[config.mk]
export PLATFORM = sky130hd
export DESIGN_NAME = div_unit_flat
export DESIGN_NICKNAME = d
export VERILOG_FILES = /design/src/rtl/div_if.sv /design/src/rtl/div_unit.sv /design/src/flat_wrapper.sv
export SDC_FILE = /design/constraint.sdc
export NUM_CORES = 1
export LEC_CHECK = 0
export ABC_CLOCK_PERIOD_IN_PS = 6000
export CAP_MARGIN = 20
export CORE_MARGIN = 8
export CORE_UTILIZATION = 50
export DETAILED_ROUTE_END_ITERATION = 6
export GPL_TIMING_DRIVEN = 0
export PLACE_DENSITY = 0.76
export SLEW_MARGIN = 20
export SYNTH_ARGS = -nofsm -noshare
export SYNTH_HDL_FRONTEND = slang
export SYNTH_SLANG_ARGS = --single-unit
[constraint.sdc]
create_clock -name clk -period 6 [get_ports clk]
set_clock_uncertainty 0.2 [all_clocks]
set_input_delay 1.5 -clock clk [delete_from_list [all_inputs] [get_ports clk]]
set_output_delay 1.5 -clock clk [all_outputs]
set_load 0.005 [all_outputs]
[src/rtl/div_if.sv]
`default_nettype none
// +--------------------------------------------------------------------+
// | div_if : EX <-> divider handshake and operand bundle   rev 1.0     |
// +--------------------------------------------------------------------+
interface div_if #(
  parameter int DATA_W = 32
);
  logic                  signed_div_i;
  logic [DATA_W-1:0]     opdata1_i;
  logic [DATA_W-1:0]     opdata2_i;
  logic                  start_i;
  logic                  annul_i;
  logic [2*DATA_W-1:0]   result_o;
  logic                  ready_o;

  modport master (
    output signed_div_i, opdata1_i, opdata2_i, start_i, annul_i,
    input  result_o, ready_o
  );

  modport slave (
    input  signed_div_i, opdata1_i, opdata2_i, start_i, annul_i,
    output result_o, ready_o
  );
endinterface
`default_nettype wire

[src/rtl/div_unit.sv]
`default_nettype none
// +--------------------------------------------------------------------+
// | div_unit : iterative radix-2 restoring divider with FSM  rev 1.0   |
// +--------------------------------------------------------------------+
module div_unit #(
  parameter int DATA_W = 32,
  parameter int CNT_W  = 6
) (
  input  wire logic clk,
  input  wire logic rst,
  div_if.slave      div_bus
);

  typedef enum logic [1:0] {
    FREE   = 2'd0,
    BYZERO = 2'd1,
    ON     = 2'd2,
    END    = 2'd3
  } state_t;

  localparam logic [CNT_W-1:0] LAST_CNT = CNT_W'(DATA_W - 1);

  state_t                state_q, state_d;
  logic [CNT_W-1:0]      cnt_q, cnt_d;
  logic [DATA_W-1:0]     rem_q, rem_d;
  logic [DATA_W-1:0]     quo_q, quo_d;
  logic [DATA_W-1:0]     dvs_q, dvs_d;
  logic                  neg_quo_q, neg_quo_d;
  logic                  neg_rem_q, neg_rem_d;
  logic                  ready_q, ready_d;
  logic [2*DATA_W-1:0]   result_q, result_d;

  logic                  w_a_neg, w_b_neg;
  logic [DATA_W-1:0]     w_abs_a, w_abs_b;
  logic [DATA_W:0]       w_shift, w_trial;
  logic [DATA_W-1:0]     w_quo_fix, w_rem_fix;

  assign w_a_neg = div_bus.signed_div_i & div_bus.opdata1_i[DATA_W-1];
  assign w_b_neg = div_bus.signed_div_i & div_bus.opdata2_i[DATA_W-1];
  assign w_abs_a = w_a_neg ? (~div_bus.opdata1_i + 1'b1) : div_bus.opdata1_i;
  assign w_abs_b = w_b_neg ? (~div_bus.opdata2_i + 1'b1) : div_bus.opdata2_i;

  // One extra bit on the trial so a partial remainder near 2**DATA_W cannot wrap.
  assign w_shift = {rem_q, quo_q[DATA_W-1]};
  assign w_trial = w_shift - {1'b0, dvs_q};

  assign w_quo_fix = neg_quo_q ? (~quo_q + 1'b1) : quo_q;
  assign w_rem_fix = neg_rem_q ? (~rem_q + 1'b1) : rem_q;

  always_ff @(posedge clk) begin
    if (rst) begin
      state_q   <= FREE;
      cnt_q     <= '0;
      rem_q     <= '0;
      quo_q     <= '0;
      dvs_q     <= '0;
      neg_quo_q <= 1'b0;
      neg_rem_q <= 1'b0;
      ready_q   <= 1'b0;
      result_q  <= '0;
    end else begin
      state_q   <= state_d;
      cnt_q     <= cnt_d;
      rem_q     <= rem_d;
      quo_q     <= quo_d;
      dvs_q     <= dvs_d;
      neg_quo_q <= neg_quo_d;
      neg_rem_q <= neg_rem_d;
      ready_q   <= ready_d;
      result_q  <= result_d;
    end
  end

  always_comb begin
    state_d   = state_q;
    cnt_d     = cnt_q;
    rem_d     = rem_q;
    quo_d     = quo_q;
    dvs_d     = dvs_q;
    neg_quo_d = neg_quo_q;
    neg_rem_d = neg_rem_q;
    ready_d   = 1'b0;
    result_d  = '0;

    case (state_q)
      FREE: begin
        if (div_bus.start_i && !div_bus.annul_i) begin
          if (div_bus.opdata2_i == '0) begin
            state_d = BYZERO;
          end else begin
            state_d   = ON;
            quo_d     = w_abs_a;
            rem_d     = '0;
            dvs_d     = w_abs_b;
            neg_quo_d = w_a_neg ^ w_b_neg;
            neg_rem_d = w_a_neg;
            cnt_d     = '0;
          end
        end
      end
      BYZERO: begin
        if (div_bus.annul_i) begin
          state_d = FREE;
        end else begin
          state_d   = END;
          quo_d     = '0;
          rem_d     = '0;
          neg_quo_d = 1'b0;
          neg_rem_d = 1'b0;
        end
      end
      ON: begin
        if (div_bus.annul_i) begin
          state_d = FREE;
        end else begin
          if (!w_trial[DATA_W]) begin
            rem_d = w_trial[DATA_W-1:0];
            quo_d = {quo_q[DATA_W-2:0], 1'b1};
          end else begin
            rem_d = w_shift[DATA_W-1:0];
            quo_d = {quo_q[DATA_W-2:0], 1'b0};
          end
          cnt_d = cnt_q + CNT_W'(1);
          if (cnt_q == LAST_CNT) begin
            state_d = END;
          end
        end
      end
      END: begin
        if (div_bus.annul_i || !div_bus.start_i) begin
          state_d = FREE;
        end else begin
          ready_d  = 1'b1;
          result_d = {w_rem_fix, w_quo_fix};
        end
      end
      default: state_d = FREE;
    endcase
  end

  assign div_bus.ready_o  = ready_q;
  assign div_bus.result_o = result_q;

endmodule
`default_nettype wire

[src/flat_wrapper.sv]
// flat-port wrapper written by rule: the top's interface ports become plain ports
module div_unit_flat 
#(
  parameter int DATA_W = 32,
  parameter int CNT_W  = 6
)
  (clk, rst, div_bus_signed_div_i, div_bus_opdata1_i, div_bus_opdata2_i, div_bus_start_i, div_bus_annul_i, div_bus_result_o, div_bus_ready_o);
  div_if #(.DATA_W(DATA_W)) div_bus_i ();
  input  wire logic clk;
  input  wire logic rst;
  input wire logic [$bits(div_bus_i.signed_div_i)-1:0] div_bus_signed_div_i;
  input wire logic [$bits(div_bus_i.opdata1_i)-1:0] div_bus_opdata1_i;
  input wire logic [$bits(div_bus_i.opdata2_i)-1:0] div_bus_opdata2_i;
  input wire logic [$bits(div_bus_i.start_i)-1:0] div_bus_start_i;
  input wire logic [$bits(div_bus_i.annul_i)-1:0] div_bus_annul_i;
  output wire logic [$bits(div_bus_i.result_o)-1:0] div_bus_result_o;
  output wire logic [$bits(div_bus_i.ready_o)-1:0] div_bus_ready_o;
  assign div_bus_i.signed_div_i = div_bus_signed_div_i;
  assign div_bus_i.opdata1_i = div_bus_opdata1_i;
  assign div_bus_i.opdata2_i = div_bus_opdata2_i;
  assign div_bus_i.start_i = div_bus_start_i;
  assign div_bus_i.annul_i = div_bus_annul_i;
  assign div_bus_result_o = div_bus_i.result_o;
  assign div_bus_ready_o = div_bus_i.ready_o;
  div_unit #(.DATA_W(DATA_W), .CNT_W(CNT_W)) u_core (.clk(clk), .rst(rst), .div_bus(div_bus_i));
endmodule
==> flow_summary.ini, run 1 <==
[cts]
cts_buffers = 17
post-cts-setup-buffer-count = 0
cts.repair.resized = 0
clk_pin_slew_ns = 0.07
cts_buffer_depth = 2
clock_latency_ns = 0.44
hold_buffers = 0
htreeDepth = 4
cts-root-buf = clkbuf_16
cts_tree = done
clock-sinks = 171

[power]
p_leak_nw = 4.774
combPwrFrac_pct = 42.7
clock_power_share_pct = 23.7
internal-power_mw = 2.678
ir_drop_mv = 0.3155
swShare_pct = 42.03
netSwitchingPower_mw = 1.942
p_seq_share_pct = 33.6
power_density_nw_per_um2 = 363.5

[floorplanning]
die_x_um = 160.6
pin_count = 134
initial_core_util_pct = 50.39
die-area_um2 = 25800
core_um2 = 20760
die_h_um = 160.6
row_count = 53

[drt]
num_vias = 10080
drt-met1-wl_um = 14240
vias_per_cell = 5.811
drtPass1Iterations = 5
wl_met2_um = 14330
drc = 0
ant_nets = 0
routed.top_layer = met4
routed_wl_um = 31210
wl_met3_um = 2107
wl_per_cell_um = 17.99
drt_iter0_markers = 783

[place]
port_buffers = 133
hpwl_um = 24360
finalWeightedCongestion = 0.9333

[min_path]
whs_path_depth = 2
worstHoldStart = u_core.dvs_q[31]
holdPathEnd = u_core.dvs_q[31]
hold_class = flop to flop

[critical_path]
endpoint_kind = flop
critPathArrivalTime_ns = 4.84
reg2reg_depth = 13
critPathKind = input port to flop
crit_path_start_kind = input port
timing.rr.end = u_core.quo_q[0]
timing.rr.start = u_core.quo_q[31]
startpoint = div_bus_opdata2_i[2]
crit_fanout = 10
r2r_setup_slack_ns = 2.08
cp_data_required_time_ns = 6.12

[synthesis]
synth_edf_count = 0
synth-seq-cells = 171
synth_area_um2 = 10460
avgSynthCellArea_um2 = 8.076
synth_async_sr_flop_share_pct = 0
synth-seq-area-share_pct = 32.73
synth_top_area_share_pct = 32.73
ys_types = 77
yosys.area.top_type = dfxtp_1
yosysWarnings = 0
ys_dominant_reg_cell = dfxtp_1
syn_inst = 1295
netlist_top_cells_area = dfxtp_1 33%, xor2_1 7.9%, nor2_1 6.5%
synth.net_count = 1407

[layout]
num_antenna_cells = 0
drive_above_1_share_pct = 5.068
fin_nets = 1559
syn2layout_area_growth_pct = 21.52

[timing]
setup_viol = 0
hold_ws_ns = 0.2646
fmax_mhz = 212.2
fin_crit_ns = 4.712
slew_viol_final = 0
hold_viol = 0
slew_headroom_pct = 34.54
tightest_slew_ns = 0.9729
rsz0062_at_grt = false
layout_worst_path_cycle_share_pct = 78.54
final.setup.tns_ns = 0

[flow_run]
cap_violations = 0

[global_route]
grtUsageTotal_pct = 23.81
grt_overflow_total = 0
grt_max_degree = 17
grt_pass1_wl_um = 50180
antenna_found_initial = 0
grt_pass1_vias = 9521

[run_status]
status = finished, final reports clean
## final cells by class
cell class,instances,area (um2)
tap,275,344.1
clock buffer,18,429.2
sequential,171,3423
multi-input combinational,997,6529
clock inverter,14,146.4
timing repair buffer,133,1331
buffer,69,289.0
inverter,58,217.7
fill,1874,8046
## cells by family (layout without fill, tap and decap cells)
| group | count (synthesis) | after routing | share of synthesized area [%] |
|---|---|---|---|
| mux | 26 | 26 | 2.536 |
| fa+ha+maj | 43 | 43 | 5.216 |
| simple gates | 435 | 435 | 19.86 |
| flops | 171 | 171 | 32.73 |
| xor+xnor | 147 | 147 | 12.31 |
| compound gates | 346 | 346 | 22.50 |
| buf+inv | 127 | 292 | 4.845 |
## worst max-delay path: stages
cell	delay (ns)
clkdlybuf4s50_1	0.46
or3_1	0.47
nor4b_1	0.48
nand4_1	0.36
o21ba_1	0.26
buf_2	0.15
o211ai_1	0.67
buf_2	0.36
o21ai_1	0.10
## power groups by stage
stage               clock network, mW  logic, mW  registers, mW
CTS                              1.11       1.95           1.54
finish                           1.10       1.97           1.55
global placement                    0       1.90           1.55
detailed placement                  0       1.93           1.56
floorplan                           0       1.46           1.48
global route                     1.16       2.17           1.56
## placed cells by master (no fill, tap or decap), types with 19 or more instances in the layout
master	instances
a211oi_1	39
a21o_1	19
a21oi_1	58
clkbuf_1	48
clkdlybuf4s50_1	133
dfxtp_1	171
ha_1	42
inv_1	57
mux2i_1	22
nand2_1	105
nand3_1	22
nor2_1	180
nor3_1	20
o21ai_0	56
o21ai_1	31
o31ai_1	27
xnor2_1	53
xor2_1	94
## registers in the layout, indices dropped and copies added, names as in the netlist
register	count
u_core.rem_q	32
u_core.cnt_q	6
u_core.div_bus.result_o	64
u_core.neg_quo_q	1
u_core.dvs_q	32
u_core.div_bus.ready_o	1
u_core.quo_q	32
u_core.neg_rem_q	1
u_core.state_q	2
## routing by layer
layer	up-vias	track usage, %
met3	41	4.198
met2	382	38.49
li1	4935	-
met4	0	6.882
met1	4724	31.89
met5	-	0
## cell usage after synthesis, drive strengths merged (3+ instances only)
cell type,n
o21a,5
buf,22
or3,12
nor4,10
nor3b,4
o221ai,4
clkbuf,47
nor3,22
and4,5
a21oi,58
a31o,3
a31oi,13
a221o,12
o31ai,28
dfxtp,171
inv,58
a32oi,4
a221oi,10
a21o,19
a211oi,39
or4,14
o41ai,18
and2,5
nor4b,3
nand3,23
nand2b,9
o21bai,4
xor2,94
o2111ai,4
nand3b,3
nand4,13
and3,11
nand2,105
nor2b,7
xnor2,53
mux2i,22
a32o,4
ha,42
o22ai,3
nor2,181
o211ai,9
o21ai,88
a22oi,9
or2,5
mux2,4
## metrics by stage
step                      cells  utilization (%)  setup WS (ns)  power, mW  instance area, um2
after floorplan            1295                -          2.034      2.941               10460
after global placement     1703            58.46         0.8797      3.452               12130
after detailed placement   1703            58.46         0.8685      3.494               12130
after CTS                  1735            61.23          1.320      4.587               12710
after global routing       1735            61.23          1.054      4.891               12710
final                      1735            61.23          1.288      4.620               12710
## worst max-delay path by stage
stage	endpoint
after detailed placement	u_core.rem_q[10]
after floorplan	u_core.rem_q[31]
after global routing	u_core.rem_q[4]
after CTS	u_core.rem_q[10]
after global placement	u_core.rem_q[5]
final	u_core.rem_q[10]
(Power assumes the default switching activity.)
==> run 2: changes to the inputs <==
--- a/config.mk
+++ b/config.mk
@@ -5,7 +5,7 @@
 export SDC_FILE = /design/constraint.sdc
 export NUM_CORES = 1
 export LEC_CHECK = 0
-export ABC_CLOCK_PERIOD_IN_PS = 6000
+export ABC_CLOCK_PERIOD_IN_PS = 4800
 export CAP_MARGIN = 20
 export CORE_MARGIN = 8
 export CORE_UTILIZATION = 50
==> constraint.sdc (replaced) <==
create_clock -name clk -period 4.8 [get_ports clk]
set_clock_uncertainty 0.2 [all_clocks]
set_input_delay 1.2 -clock clk [delete_from_list [all_inputs] [get_ports clk]]
set_output_delay 1.2 -clock clk [all_outputs]
set_load 0.005 [all_outputs]
==> results of run 2 <==
The final DEF is identical to that of run 1. Status: finished, final reports clean.
Among the figures that moved: setup slack after placement 0.8685 ns -> -0.03151 ns; setup slack after layout 1.288 ns -> 0.3877 ns; register-to-register setup slack 2.08 ns -> 0.88 ns; total power 4.620 mW -> 5.775 mW; worst IR drop on VDD 0.3155 mV -> 0.3944 mV
==> run 3: changes to the inputs <==
--- a/config.mk
+++ b/config.mk
@@ -11,7 +11,7 @@
 export CORE_UTILIZATION = 50
 export DETAILED_ROUTE_END_ITERATION = 6
 export GPL_TIMING_DRIVEN = 0
-export PLACE_DENSITY = 0.76
+export PLACE_DENSITY = 0.8
 export SLEW_MARGIN = 20
 export SYNTH_ARGS = -nofsm -noshare
 export SYNTH_HDL_FRONTEND = slang
==> run 3 against run 2 <==
Via count grew 1.5%. Worst hold slack gained 0.0048 ns. Critical path type unchanged. Utilization grew 0.078 points. Register-to-register slack gained 0.07 ns. First-iteration DRC count grew 20%. Non-clock buffer count is the same. Critical endpoint is now u_core.rem_q[20].
==> flow_summary.ini, run 3 (synthesis gave the netlist of run 1 again) <==
[global_route]
grt_pass1_vias = 9479
antenna_found_initial = 0
grt_max_degree = 17
grt_pass1_wl_um = 49470
grt_overflow_total = 0
grtUsageTotal_pct = 23.62

[critical_path]
max_stage_delay_ns = 0.59
crit_fanout = 10
endpoint_kind = flop
r2r_setup_slack_ns = 0.95
path_common_cell = buf_2
crit_slowest_cell = o211ai_1
critPathArrivalTime_ns = 4.43
critPathKind = input port to flop
cp_data_required_time_ns = 4.91
crit_path_start_kind = input port
path_cells = clkdlybuf4s50_1, or3_1, nor4b_1, nand4_1, o21ba_1, buf_2, o211ai_1, buf_2, o21ai_1

[place]
place_area_um2 = 12130
port_buffers = 133
finalWeightedCongestion = 0.9675
dp_slack_ns = 0.09142
hpwl_um = 24080

[floorplanning]
initial_core_util_pct = 50.39
row_count = 53
die_h_um = 160.6
die-area_um2 = 25800
core_um2 = 20760
pin_count = 134
die_x_um = 160.6

[cts]
clock_latency_ns = 0.43
cts_tree = done
cts.repair.resized = 0
htreeDepth = 4
clk_pin_slew_ns = 0.07
clock-sinks = 171
hold_buffers = 0
cts_buffer_depth = 2
cts_buffers = 17
cts-root-buf = clkbuf_16
post-cts-setup-buffer-count = 0

[layout]
final_common_cell = nor2_1
largest_reg_flops = 64
drive_above_1_share_pct = 5.068
multi_input_area_um2 = 6529
final-seq-area_um2 = 3423
final_cell_mix = 180 x nor2_1, 171 x dfxtp_1, 133 x clkdlybuf4s50_1, 105 x nand2_1, 94 x xor2_1
num_antenna_cells = 0
syn2layout_area_growth_pct = 21.68
fin_nets = 1559
post-route-util_pct = 61.31
fill_cells = 1825
stdcell_area_um2 = 12730

[flow_run]
cap_violations = 0

[drt]
vias_per_cell = 5.897
routed_wl_um = 31200
wl_per_cell_um = 17.98
drc = 0
drt_iter0_markers = 941
ant_nets = 0
drtPass1Iterations = 5
num_vias = 10230

[power]
swShare_pct = 41.95
power_density_nw_per_um2 = 454.5
ir_drop_mv = 0.2962
p_seq_share_pct = 33.5
internal-power_mw = 3.357
clock_power_share_pct = 24.1
p_leak_nw = 4.778
combPwrFrac_pct = 42.4
netSwitchingPower_mw = 2.426

[timing]
rsz0062_at_grt = false
worst_slack_ns = 0.4836
layout_worst_path_cycle_share_pct = 89.93
slew_headroom_pct = 26.48
hold_viol = 0
tightest_slew_ns = 1.093
final.setup.tns_ns = 0
setup_viol = 0
slew_viol_final = 0
fmax_mhz = 231.7
fin_crit_ns = 4.316

[min_path]
hold_class = flop to flop

[run_status]
status = finished, final reports clean
run 3: area by class of cell:
type	instances	area share, %
multi-input combinational	997	51.30
sequential	171	26.90
timing repair buffer	133	10.46
clock buffer	18	3.372
tap	275	2.704
buffer	69	2.271
inverter	58	1.711
clock inverter	14	1.278
run 3: final timing paths:
path	cells past startpoint	startpoint	to
setup / recovery	9	div_bus_opdata2_i[2]	u_core.rem_q[20]
hold reg to reg	2	u_core.dvs_q[31]	u_core.dvs_q[31]
setup reg to reg	13	u_core.quo_q[31]	u_core.quo_q[0]
hold / removal	2	u_core.dvs_q[31]	u_core.dvs_q[31]
run 3: power by group through the flow:
stage               clock (mW)  combinational [mW]  sequential, mW
floorplan                    0                1.83            1.85
global placement             0                2.36            1.94
detailed placement           0                2.39            1.95
CTS                       1.40                2.41            1.92
global route              1.47                2.69            1.96
finish                    1.39                2.45            1.94
run 3: metrics by stage:
stage	hold slack, ns	total power [mW]	instances
3_3_place_gp	0.2489	4.298	1703
5_1_grt	0.2977	6.127	1735
4_1_cts	0.2715	5.735	1735
2_1_floorplan	0.2319	3.677	1295
3_5_place_dp	0.2622	4.346	1703
6_report	0.2693	5.783	1735
run 3: layer usage:
layer	track usage, %	routed length [um]	vias up	share of wire [%]
li1	-	-	4957	-
met5	0	0	-	0
met1	31.15	13700	4815	44
met2	38.26	14510	411	46
met3	3.762	2234	48	7.2
met4	8.666	752	0	2.4
run 3: worst max-delay path: cells and delay by family:
kind	cells	cell delay, ns
and+or+nand+nor	3	1.28
buffers and inverters	3	0.99
AOI/OAI and AO/OA	3	0.96
